<file path="config.mk">
export PLATFORM = sky130hd
export DESIGN_NAME = multiply_accumulate_unit_flat
export DESIGN_NICKNAME = d
export VERILOG_FILES = /design/src/rtl/multiply_accumulate_unit_pkg.sv /design/src/rtl/multiply_accumulate_unit_if.sv /design/src/rtl/multiply_accumulate_unit_conditional_negate.sv /design/src/rtl/multiply_accumulate_unit.sv /design/src/flat_wrapper.sv
export SDC_FILE = /design/constraint.sdc
export NUM_CORES = 1
export LEC_CHECK = 0
export ABC_AREA = 1
export CORE_UTILIZATION = 44
export DETAILED_ROUTE_END_ITERATION = 7
export HOLD_SLACK_MARGIN = 0.1
export PLACE_DENSITY_LB_ADDON = 0.2
export SYNTH_ARGS = -nofsm -noshare
export SYNTH_HDL_FRONTEND = slang
export SYNTH_SLANG_ARGS = --single-unit
</file>
<file path="constraint.sdc">
create_clock -name clk -period 3.6 [get_ports clk]
set_input_delay 0.72 -clock clk [delete_from_list [all_inputs] [get_ports clk]]
set_output_delay 0.72 -clock clk [all_outputs]
set_load 0.03 [all_outputs]
</file>
<file path="src/rtl/multiply_accumulate_unit_pkg.sv">
// ----------------------------------------------------------------------------
// multiply_accumulate_unit_pkg: opcodes, state encoding, iteration-count helper
// Revision: 1.0
// ----------------------------------------------------------------------------
`default_nettype none

package multiply_accumulate_unit_pkg;

  localparam logic [3:0] OP_MUL   = 4'b0000;
  localparam logic [3:0] OP_MLA   = 4'b0001;
  localparam logic [3:0] OP_UMULL = 4'b0100;
  localparam logic [3:0] OP_UMLAL = 4'b0101;
  localparam logic [3:0] OP_SMULL = 4'b0110;
  localparam logic [3:0] OP_SMLAL = 4'b0111;

  typedef enum logic [1:0] {
    ST_IDLE = 2'd0,
    ST_CALC = 2'd1,
    ST_ACC  = 2'd2,
    ST_DONE = 2'd3
  } state_e;

  function automatic int calc_iters(input int width, input int bits_per_cycle);
    return width / bits_per_cycle;
  endfunction

  function automatic logic opcode_is_legal(input logic [3:0] op);
    return (op == OP_MUL)   || (op == OP_MLA)   ||
           (op == OP_UMULL) || (op == OP_UMLAL) ||
           (op == OP_SMULL) || (op == OP_SMLAL);
  endfunction

endpackage

`default_nettype wire

</file>
<file path="src/rtl/multiply_accumulate_unit_if.sv">
// ----------------------------------------------------------------------------
// multiply_accumulate_unit_if: request/result bundle of the MAC unit
// Revision: 1.0
// ----------------------------------------------------------------------------
`default_nettype none

interface multiply_accumulate_unit_if #(
  parameter int WIDTH = 32
);
  logic                   start;
  logic                   flush;
  logic [3:0]             opcode;
  logic [WIDTH-1:0]       a;
  logic [WIDTH-1:0]       b;
  logic [WIDTH-1:0]       c;
  logic [WIDTH-1:0]       d;
  logic                   ready;
  logic                   done;
  logic [2*WIDTH-1:0]     result;
  logic                   n_flag;
  logic                   z_flag;
  logic                   illegal;

  modport master (
    output start, flush, opcode, a, b, c, d,
    input  ready, done, result, n_flag, z_flag, illegal
  );

  modport slave (
    input  start, flush, opcode, a, b, c, d,
    output ready, done, result, n_flag, z_flag, illegal
  );
endinterface

`default_nettype wire

</file>
<file path="src/rtl/multiply_accumulate_unit_conditional_negate.sv">
// ----------------------------------------------------------------------------
// conditional_negate: two's-complement negation when en is high
// Revision: 1.0
// ----------------------------------------------------------------------------
`default_nettype none

module conditional_negate #(
  parameter int WIDTH = 32
) (
  input  logic [WIDTH-1:0] din,
  input  logic             en,
  output logic [WIDTH-1:0] dout
);
  assign dout = en ? (~din + WIDTH'(1)) : din;
endmodule

`default_nettype wire

</file>
<file path="src/rtl/multiply_accumulate_unit.sv">
// ----------------------------------------------------------------------------
// multiply_accumulate_unit: iterative shift-add multiplier with accumulate
// Revision: 1.0
// ----------------------------------------------------------------------------
`default_nettype none

module multiply_accumulate_unit
  import multiply_accumulate_unit_pkg::*;
#(
  parameter int WIDTH          = 32,
  parameter int BITS_PER_CYCLE = 1
) (
  input  logic                      clk,
  input  logic                      rst_n,
  multiply_accumulate_unit_if.slave bus
);
  localparam int N     = calc_iters(WIDTH, BITS_PER_CYCLE);
  localparam int CNT_W = (N > 1) ? $clog2(N) : 1;
  localparam int PW    = 2 * WIDTH;

  state_e             state_q, state_d;
  logic [CNT_W-1:0]   cnt_q, cnt_d;
  logic [PW-1:0]      mcand_q, mcand_d;
  logic [WIDTH-1:0]   mplier_q, mplier_d;
  logic [PW-1:0]      prod_q, prod_d;
  logic [PW-1:0]      acc_q, acc_d;
  logic [PW-1:0]      pend_q, pend_d;
  logic               neg_q, neg_d;
  logic               long_q, long_d;
  logic               illegal_op_q, illegal_op_d;
  logic [PW-1:0]      result_q, result_d;
  logic               n_q, n_d;
  logic               z_q, z_d;
  logic               illegal_q, illegal_d;

  logic               w_legal, w_signed_op, w_done, w_pend_n, w_pend_z;
  logic [WIDTH-1:0]   w_mag_a, w_mag_b;
  logic [PW-1:0]      w_prod_fixed, w_partial, w_add_x, w_add_y, w_sum;

  assign w_legal     = opcode_is_legal(bus.opcode);
  assign w_signed_op = bus.opcode[2] & bus.opcode[1];

  conditional_negate #(.WIDTH(WIDTH)) u_neg_a (
    .din(bus.a), .en(w_signed_op & bus.a[WIDTH-1]), .dout(w_mag_a)
  );
  conditional_negate #(.WIDTH(WIDTH)) u_neg_b (
    .din(bus.b), .en(w_signed_op & bus.b[WIDTH-1]), .dout(w_mag_b)
  );
  conditional_negate #(.WIDTH(PW)) u_neg_prod (
    .din(prod_q), .en(neg_q), .dout(w_prod_fixed)
  );

  // Multiple of the multiplicand selected by the low multiplier digit.
  always_comb begin
    w_partial = '0;
    for (int j = 0; j < BITS_PER_CYCLE; j++) begin
      if (mplier_q[j]) w_partial = w_partial + (mcand_q << j);
    end
  end

  // The one 2*WIDTH adder: partial-product accumulation in CALC,
  // sign-fixed product plus accumulator in ACC.
  assign w_add_x = (state_q == ST_ACC) ? w_prod_fixed : prod_q;
  assign w_add_y = (state_q == ST_ACC) ? acc_q : w_partial;
  assign w_sum   = w_add_x + w_add_y;

  assign w_pend_n = long_q ? pend_q[PW-1] : pend_q[WIDTH-1];
  assign w_pend_z = (pend_q == '0);

  always_comb begin
    state_d      = state_q;
    cnt_d        = cnt_q;
    mcand_d      = mcand_q;
    mplier_d     = mplier_q;
    prod_d       = prod_q;
    acc_d        = acc_q;
    pend_d       = pend_q;
    neg_d        = neg_q;
    long_d       = long_q;
    illegal_op_d = illegal_op_q;
    result_d     = result_q;
    n_d          = n_q;
    z_d          = z_q;
    illegal_d    = illegal_q;
    case (state_q)
      ST_IDLE: begin
        if (bus.start && !bus.flush) begin
          mcand_d      = {{WIDTH{1'b0}}, w_mag_a};
          mplier_d     = w_mag_b;
          prod_d       = '0;
          cnt_d        = '0;
          neg_d        = w_signed_op & (bus.a[WIDTH-1] ^ bus.b[WIDTH-1]);
          long_d       = bus.opcode[2];
          acc_d        = '0;
          if (bus.opcode[0]) begin
            acc_d = bus.opcode[2] ? {bus.c, bus.d} : {{WIDTH{1'b0}}, bus.c};
          end
          illegal_op_d = !w_legal;
          pend_d       = result_q;
          state_d      = w_legal ? ST_CALC : ST_DONE;
        end
      end
      ST_CALC: begin
        if (bus.flush) begin
          state_d = ST_IDLE;
        end else begin
          prod_d   = w_sum;
          mcand_d  = mcand_q << BITS_PER_CYCLE;
          mplier_d = mplier_q >> BITS_PER_CYCLE;
          cnt_d    = cnt_q + CNT_W'(1);
          if (cnt_q == CNT_W'(N - 1)) state_d = ST_ACC;
        end
      end
      ST_ACC: begin
        if (bus.flush) begin
          state_d = ST_IDLE;
        end else begin
          pend_d  = long_q ? w_sum : {{WIDTH{1'b0}}, w_sum[WIDTH-1:0]};
          state_d = ST_DONE;
        end
      end
      ST_DONE: begin
        state_d = ST_IDLE;
        // A flush here discards the finished op without touching visible state.
        if (!bus.flush) begin
          result_d  = pend_q;
          illegal_d = illegal_op_q;
          if (!illegal_op_q) begin
            n_d = w_pend_n;
            z_d = w_pend_z;
          end
        end
      end
      default: state_d = ST_IDLE;
    endcase
  end

  always_ff @(posedge clk) begin
    if (!rst_n) begin
      state_q      <= ST_IDLE;
      cnt_q        <= '0;
      mcand_q      <= '0;
      mplier_q     <= '0;
      prod_q       <= '0;
      acc_q        <= '0;
      pend_q       <= '0;
      neg_q        <= 1'b0;
      long_q       <= 1'b0;
      illegal_op_q <= 1'b0;
      result_q     <= '0;
      n_q          <= 1'b0;
      z_q          <= 1'b1;
      illegal_q    <= 1'b0;
    end else begin
      state_q      <= state_d;
      cnt_q        <= cnt_d;
      mcand_q      <= mcand_d;
      mplier_q     <= mplier_d;
      prod_q       <= prod_d;
      acc_q        <= acc_d;
      pend_q       <= pend_d;
      neg_q        <= neg_d;
      long_q       <= long_d;
      illegal_op_q <= illegal_op_d;
      result_q     <= result_d;
      n_q          <= n_d;
      z_q          <= z_d;
      illegal_q    <= illegal_d;
    end
  end

  assign w_done      = (state_q == ST_DONE) && !bus.flush;
  assign bus.ready   = (state_q == ST_IDLE);
  assign bus.done    = w_done;
  assign bus.result  = w_done ? pend_q : result_q;
  assign bus.n_flag  = (w_done && !illegal_op_q) ? w_pend_n : n_q;
  assign bus.z_flag  = (w_done && !illegal_op_q) ? w_pend_z : z_q;
  assign bus.illegal = w_done ? illegal_op_q : illegal_q;

endmodule

`default_nettype wire

</file>
<file path="src/flat_wrapper.sv">
// flat-port wrapper written by rule: the top's interface ports become plain ports
module multiply_accumulate_unit_flat import multiply_accumulate_unit_pkg::*;
#(
  parameter int WIDTH          = 32,
  parameter int BITS_PER_CYCLE = 1
)
  (clk, rst_n, bus_start, bus_flush, bus_opcode, bus_a, bus_b, bus_c, bus_d, bus_ready, bus_done, bus_result, bus_n_flag, bus_z_flag, bus_illegal);
  multiply_accumulate_unit_if #(.WIDTH(WIDTH)) bus_i ();
  input  logic clk;
  input  logic rst_n;
  input wire logic [$bits(bus_i.start)-1:0] bus_start;
  input wire logic [$bits(bus_i.flush)-1:0] bus_flush;
  input wire logic [$bits(bus_i.opcode)-1:0] bus_opcode;
  input wire logic [$bits(bus_i.a)-1:0] bus_a;
  input wire logic [$bits(bus_i.b)-1:0] bus_b;
  input wire logic [$bits(bus_i.c)-1:0] bus_c;
  input wire logic [$bits(bus_i.d)-1:0] bus_d;
  output wire logic [$bits(bus_i.ready)-1:0] bus_ready;
  output wire logic [$bits(bus_i.done)-1:0] bus_done;
  output wire logic [$bits(bus_i.result)-1:0] bus_result;
  output wire logic [$bits(bus_i.n_flag)-1:0] bus_n_flag;
  output wire logic [$bits(bus_i.z_flag)-1:0] bus_z_flag;
  output wire logic [$bits(bus_i.illegal)-1:0] bus_illegal;
  assign bus_i.start = bus_start;
  assign bus_i.flush = bus_flush;
  assign bus_i.opcode = bus_opcode;
  assign bus_i.a = bus_a;
  assign bus_i.b = bus_b;
  assign bus_i.c = bus_c;
  assign bus_i.d = bus_d;
  assign bus_ready = bus_i.ready;
  assign bus_done = bus_i.done;
  assign bus_result = bus_i.result;
  assign bus_n_flag = bus_i.n_flag;
  assign bus_z_flag = bus_i.z_flag;
  assign bus_illegal = bus_i.illegal;
  multiply_accumulate_unit #(.WIDTH(WIDTH), .BITS_PER_CYCLE(BITS_PER_CYCLE)) u_core (.clk(clk), .rst_n(rst_n), .bus(bus_i));
endmodule
</file>
After elaboration in Yosys (flattened, before gate mapping) --
Cells that the tools add are included.
Storage, ports and cells: output and inout port bits 69, word-level logic and storage cells 99, bits of input ports 136, bits in registers 365
Operators by class: muxes and demuxes 35, add/subtract/negate cells 5, eq/ne operators 13, bitwise operators 10, reduce and logical (&&, ||, !) cells 22
Operator list (number):
- $mux 64 | 14
- $pmux 64 s2 | 3
- $mux 32 | 4
- $add 32x1->32 const B | 2
- $add 64x1->64 const B | 1
- $add 64x64->64 | 1
- $logic_not 64->1 | 1
- $not 32->32 | 2
- $not 64->64 | 1
- $pmux 32 s2 | 1
- $eq 4x3->1 const B | 4
- $mux 2 | 5
- $mux 5 | 2
- $pmux 5 s2 | 1
- $reduce_and 3->1 | 3
- $pmux 2 s4 | 1
- $reduce_and 2->1 | 3
- $add 5x1->5 const B | 1
- $eq 5x5->1 const B | 1
- $logic_or 1x1->1 | 5
- $and 1x1->1 | 4
- $eq 2x2->1 const B | 2
- $eq 4x1->1 const B | 1
- $logic_not 4->1 | 1
- 11 further kinds | 21

Depth between registers and ports, before layout --
word-level depth 9, gate-level depth with buffers 29, mapped depth without buffers 29

Modules after synthesis --
A second synthesis with hierarchy kept.
Unflattened totals: cells, all modules 4500, area, all modules 26356.5 um^2
By module, submodules not included:
- multiply_accumulate_unit | area each 21673.3 um^2, instances 1, seq. area each 7307.0 um^2, cells each 3548
- conditional_negate (u_core.u_neg_prod) | area each 2466.1 um^2, instances 1, seq. area each 0.0 um^2, cells each 498
- conditional_negate (u_core.u_neg_a ...) | area each 1108.6 um^2, instances 2, seq. area each 0.0 um^2, cells each 227

Worst setup path before layout --
Ideal clock, no wire load.
kind register to register, start register u_core.state_q[0], end register u_core.prod_q[62], cell stages (with the launch flop) 24, setup time 0.132 ns, arrival time 2.916 ns, slack 0.552 ns, required time 3.468 ns, path buffers 2, cell sequence dfxtp_1 > inv_2 > nand2_4 > clkbuf_1 > clkbuf_1 > nand3_1 > o21ai_0 > ha_1 > inv_1 > fa_1 > inv_1 > nand3_1 > nand2_2 > nand2_1 > nand2_2 > nand2_1 > nand2_1 > nand2_1 > nand2_1 > nand2_1 > nand2_1 > nand2_1 > nand3_1 > a21oi_1
Between the ends: longest elaborated chain between the ends 5, elaborated cells between the ends (all ways) 12, classes of those cells add/sub: 1; eq/ne: 4; mux: 4; reduce/logical: 3
Ends and longest elaborated chain:
- start, declared | line multiply_accumulate_unit.sv:21 | state_e state_q, state_d;
- start signal, assigned | line multiply_accumulate_unit.sv:155 | state_q <= state_d;
- $eq 2x2->1 | line multiply_accumulate_unit.sv:63, multiply_accumulate_unit.sv:64
- $mux 64 (on tied branches) | line multiply_accumulate_unit.sv:63, multiply_accumulate_unit.sv:64
- $add 64x64->64 | line multiply_accumulate_unit.sv:65 | assign w_sum = w_add_x + w_add_y;
- $mux 64 | line multiply_accumulate_unit.sv:104 | if (bus.flush) begin
- $pmux 64 s2 | line multiply_accumulate_unit.sv:85 | case (state_q)
- end signal, assigned | line multiply_accumulate_unit.sv:159 | prod_q <= prod_d;
- end, declared | line multiply_accumulate_unit.sv:25 | logic [PW-1:0] prod_q, prod_d;
Several ways; a longest one is shown, not always the timed one. The select of a mux whose other input is x is not followed. A chain may end at the register's enable or synchronous reset.

Worst setup path in the final report --
start register u_core.prod_q[1], end register u_core.prod_q[49]
Between the ends: longest elaborated chain between the ends 7
Ends and longest elaborated chain:
- $not 64->64 | line multiply_accumulate_unit_conditional_negate.sv:14 | assign dout = en ? (~din + WIDTH'(1)) : din;
- $add 64x1->64 | line multiply_accumulate_unit_conditional_negate.sv:14
- $mux 64 | line multiply_accumulate_unit_conditional_negate.sv:14
- $mux 64 (*) | line multiply_accumulate_unit.sv:63 | assign w_add_x = (state_q == ST_ACC) ? w_prod_fixed : prod_q;
- $add 64x64->64 (*) | line multiply_accumulate_unit.sv:65
- $mux 64 (*) | line multiply_accumulate_unit.sv:104
- $pmux 64 s2 (*) | line multiply_accumulate_unit.sv:85
Every way passes the cells marked *; elsewhere a longest branch is shown, timed or not. The select of a mux whose other input is x is not followed.

==> flow_summary.yaml <==
floorplan:
  dieHeight_um: 241
  die-area_um2: 58000
  num_rows: 87
  initial_utilization_pct: 44.5
  die_w_um: 241
  ioPinCount: 205
  core_um2: 56400
timing:
  slew_headroom_pct: 22.3
  maxSlewViolCount: 0
  fmax_mhz: 274
  finalCriticalPeriod_ps: 3650
  skew_ps: 25.2
  fin_crit_sh_pct: 101
  hold_viol: 0
  setup_ws_ps: -47.2
  setup_violations: 6
  worst_pin_slew_ps: 1170
  final.setup.tns_ps: -139
  rsz0062_at_grt: "yes"
clock_network:
  path_clk_slew_ps: 60
  h-tree-depth: 2
  clkSinkCount: 365
  clock_path_buffers: 3
  worstSkewPairLatency_ps: 600
  cts_tree: "built"
  numCtsBuffers: 43
  cts-root-buf: "clkbuf_16"
  hold_buffers: 0
global_route:
  antenna_found_initial: 0
  grt_pass1_wl_mm: 146
  track_usage_pct: 32.8
  overflow: 0
  grt_start_max_net_pins: 128
  grt_pass1_vias: 25500
power_and_ir_drop:
  power_frac_comb_pct: 19.2
  p_seq_share_pct: 39.6
  cellLeakagePower_nw: 16.9
  switchingPower_mw: 3.38
  p_int_mw: 7.79
  p_clk_share_pct: 41.1
  vdd_drop_max_mv: 0.352
  switching_share_pct: 30.3
  powerDensity_nw_per_um2: 333
synth:
  yosysTopAreaCell: "dfxtp_1"
  synth_fp_nets: 4345
  synthCells: 4127
  yosys_warnings: 0
  synth.distinct_cells: 54
  synth-edff-count: 0
  synthFlopType: "dfxtp_1"
  synth.area.top_cells: "dfxtp_1 29%, nand2_1 14%, inv_1 9.4%, a21oi_1 9.0%, o21ai_0 7.1%"
  synth_top_area_share_pct: 29.1
  seq_area_frac_synth_pct: 29.1
  async_flop_share_pct: 0
  netlist_area_um2: 25100
  synth_area_per_cell_um2: 6.09
  ys_ff_latch: 365
place:
  dp_slack_ps: -303
  dp_hpwl_mm: 75.1
  numPortBuffers: 204
  place.gp.congestion: 1.00
worst_hold_path:
  hold-path-cell-count: 2
  min_to: "u_core.illegal_q"
  hold_start: "u_core.illegal_q"
  hold_path.class: "reg -> reg"
setup_path:
  critPathLaunchType: "flip-flop"
  path_class: "reg -> reg"
  rr_endpoint: "u_core.prod_q[49]"
  critPathMaxFanout: 4
  worstReg2RegStart: "u_core.prod_q[1]"
  reg2reg_setup_slack_ps: -50
  r2r_cells: 26
  arrival_ps: 4080
  cp.required_ps: 4040
  end_kind: "flip-flop"
finish:
  nets: 4800
  drive_above_1_share_pct: 22.8
  area_growth_pct: 33.5
route:
  dr.pass1.iters: 6
  vias: 28500
  drcViolationCount: 0
  viasPerCell: 5.31
  drt_iter0_markers: 2903
  wl_per_cell_um: 18.2
  final_antenna_net_count: 0
  wl_mm: 97.9
status:
  status: "finished with violations"
  violations: "negative setup slack"
run:
  drv_cap: 0
-- cell usage after synthesis (20+ instances only) --
| library cell | count |
|---|---|
| o21ai_1 | 20 |
| a21oi_1 | 452 |
| buf_2 | 50 |
| or2_2 | 57 |
| nand3b_1 | 24 |
| dfxtp_1 | 365 |
| ha_1 | 81 |
| nand3_1 | 267 |
| o22ai_1 | 64 |
| nand4_1 | 28 |
| inv_1 | 626 |
| nand2_1 | 944 |
| o21ai_0 | 354 |
| xnor2_1 | 21 |
| xor2_1 | 71 |
| nor3_1 | 31 |
| nor2_2 | 21 |
| nor2_1 | 395 |
| clkbuf_1 | 112 |
-- power groups by stage --
stage | Combinational (mW) | Sequential [mW] | Clock (mW)
2_1_floorplan | 1.18 | 4.45 | 0
3_3_place_gp | 1.99 | 4.50 | 0
3_5_place_dp | 2.00 | 4.50 | 0
4_1_cts | 2.03 | 4.42 | 4.63
5_1_grt | 2.33 | 4.45 | 4.81
6_report | 2.15 | 4.43 | 4.59
-- cells by family after synthesis --
group,synth area share [%]
compound gates,19.2
xor+xnor,3.21
fa+ha+maj,4.12
buf+inv,12.6
flops,29.1
simple gates,31.8
-- sequential cells by signal, summed over array words and instances (netlist names) --
name,count
u_core.illegal_q,1
u_core.cnt_q,5
u_core.n_q,1
u_core.long_q,1
u_core.mcand_q,64
u_core.state_q,2
u_core.neg_q,1
u_core.result_q,64
u_core.prod_q,64
u_core.pend_q,64
u_core.illegal_op_q,1
u_core.mplier_q,32
u_core.acc_q,64
u_core.z_q,1
-- layer usage --
layer  vias up  wire length (um)  global-route usage [%]
met3       178              7400                    4.23
met1     13100             44300                    46.3
met5         -                 0                       0
met4         0              3470                    11.3
li1      14200                 -                       -
met2      1098             42700                    51.2
-- area by class of cell --
class	count	area, um2
diodes	1	2.50
flip-flops and latches	365	7310
clock inverters	14	215
multi-input cells	2941	16400
repair buffers	588	4960
clock buffers	63	1250
fillers	5605	22900
inverters	643	2430
well taps	756	946
-- worst max-delay path by stage --
stage	to	from	cells after the start
6_report	u_core.prod_q[49]	u_core.prod_q[1]	26
5_1_grt	u_core.prod_q[57]	u_core.prod_q[1]	25
4_1_cts	u_core.pend_q[52]	u_core.prod_q[0]	24
3_5_place_dp	u_core.pend_q[53]	u_core.prod_q[0]	26
3_3_place_gp	u_core.pend_q[53]	u_core.prod_q[0]	24
2_1_floorplan	u_core.prod_q[62]	u_core.state_q[0]	23
-- through the flow --
step           cells  hold slack [ps]  power (mW)  cell area [um2]  utilization [%]
3_3_place_gp    5274              445        6.49            30100             53.4
4_1_cts         5355              470        11.1            31900             56.5
6_report        5371              468        11.2            33500             59.5
5_1_grt         5370              492        11.6            33500             59.5
2_1_floorplan   4127              429        5.63            25100                -
3_5_place_dp    5274              455        6.50            30100             53.4
-- critical path, stage by stage, from the launching register on --
cell,delay (ps)
dfxtp_2,330
inv_2,70
ha_4,140
nand2_4,60
nor2_4,160
nand3_2,140
inv_2,110
nand3_4,70
nor2_4,150
nand3_4,140
nor2_4,160
nand2_2,90
nand2_4,90
xnor2_2,60
ha_1,340
nand2_2,140
nor2_2,160
buf_4,130
nand2_2,80
inv_1,90
nand2_2,70
nor3_2,170
nand2_1,120
nand3b_1,120
nand2_2,110
nand3_1,90
a21oi_1,70
-- layout by cell type (no fill, tap or decap), types with 22 or more instances in the layout --
cell type | netlist | final
a21oi_2 | 1 | 72
o22ai_1 | 64 | 64
nand3_1 | 267 | 213
ha_1 | 81 | 59
nor2_2 | 21 | 62
or2_2 | 57 | 57
nor2_4 | 7 | 30
dfxtp_1 | 365 | 360
clkdlybuf4s50_1 | 0 | 142
nand2_2 | 8 | 125
nor2_1 | 395 | 331
nand3_2 | 8 | 46
buf_4 | 1 | 423
o21ai_0 | 354 | 347
inv_2 | 16 | 34
clkbuf_16 | 0 | 43
nand4_1 | 28 | 28
nand2_1 | 944 | 813
a21oi_1 | 452 | 378
o21ai_1 | 20 | 22
xor2_1 | 71 | 66
inv_1 | 626 | 604
nand3b_1 | 24 | 24
-- repair_timing --
item / in CTS / in global routing
pin swaps: 8 / 152
buffers inserted: 4 / 15
hold endpoints to repair: 0 / 0
gates resized for setup: 64 / 417
endpoints found under the setup margin: 46 / 98
Power figures use the tool's default switching activity.
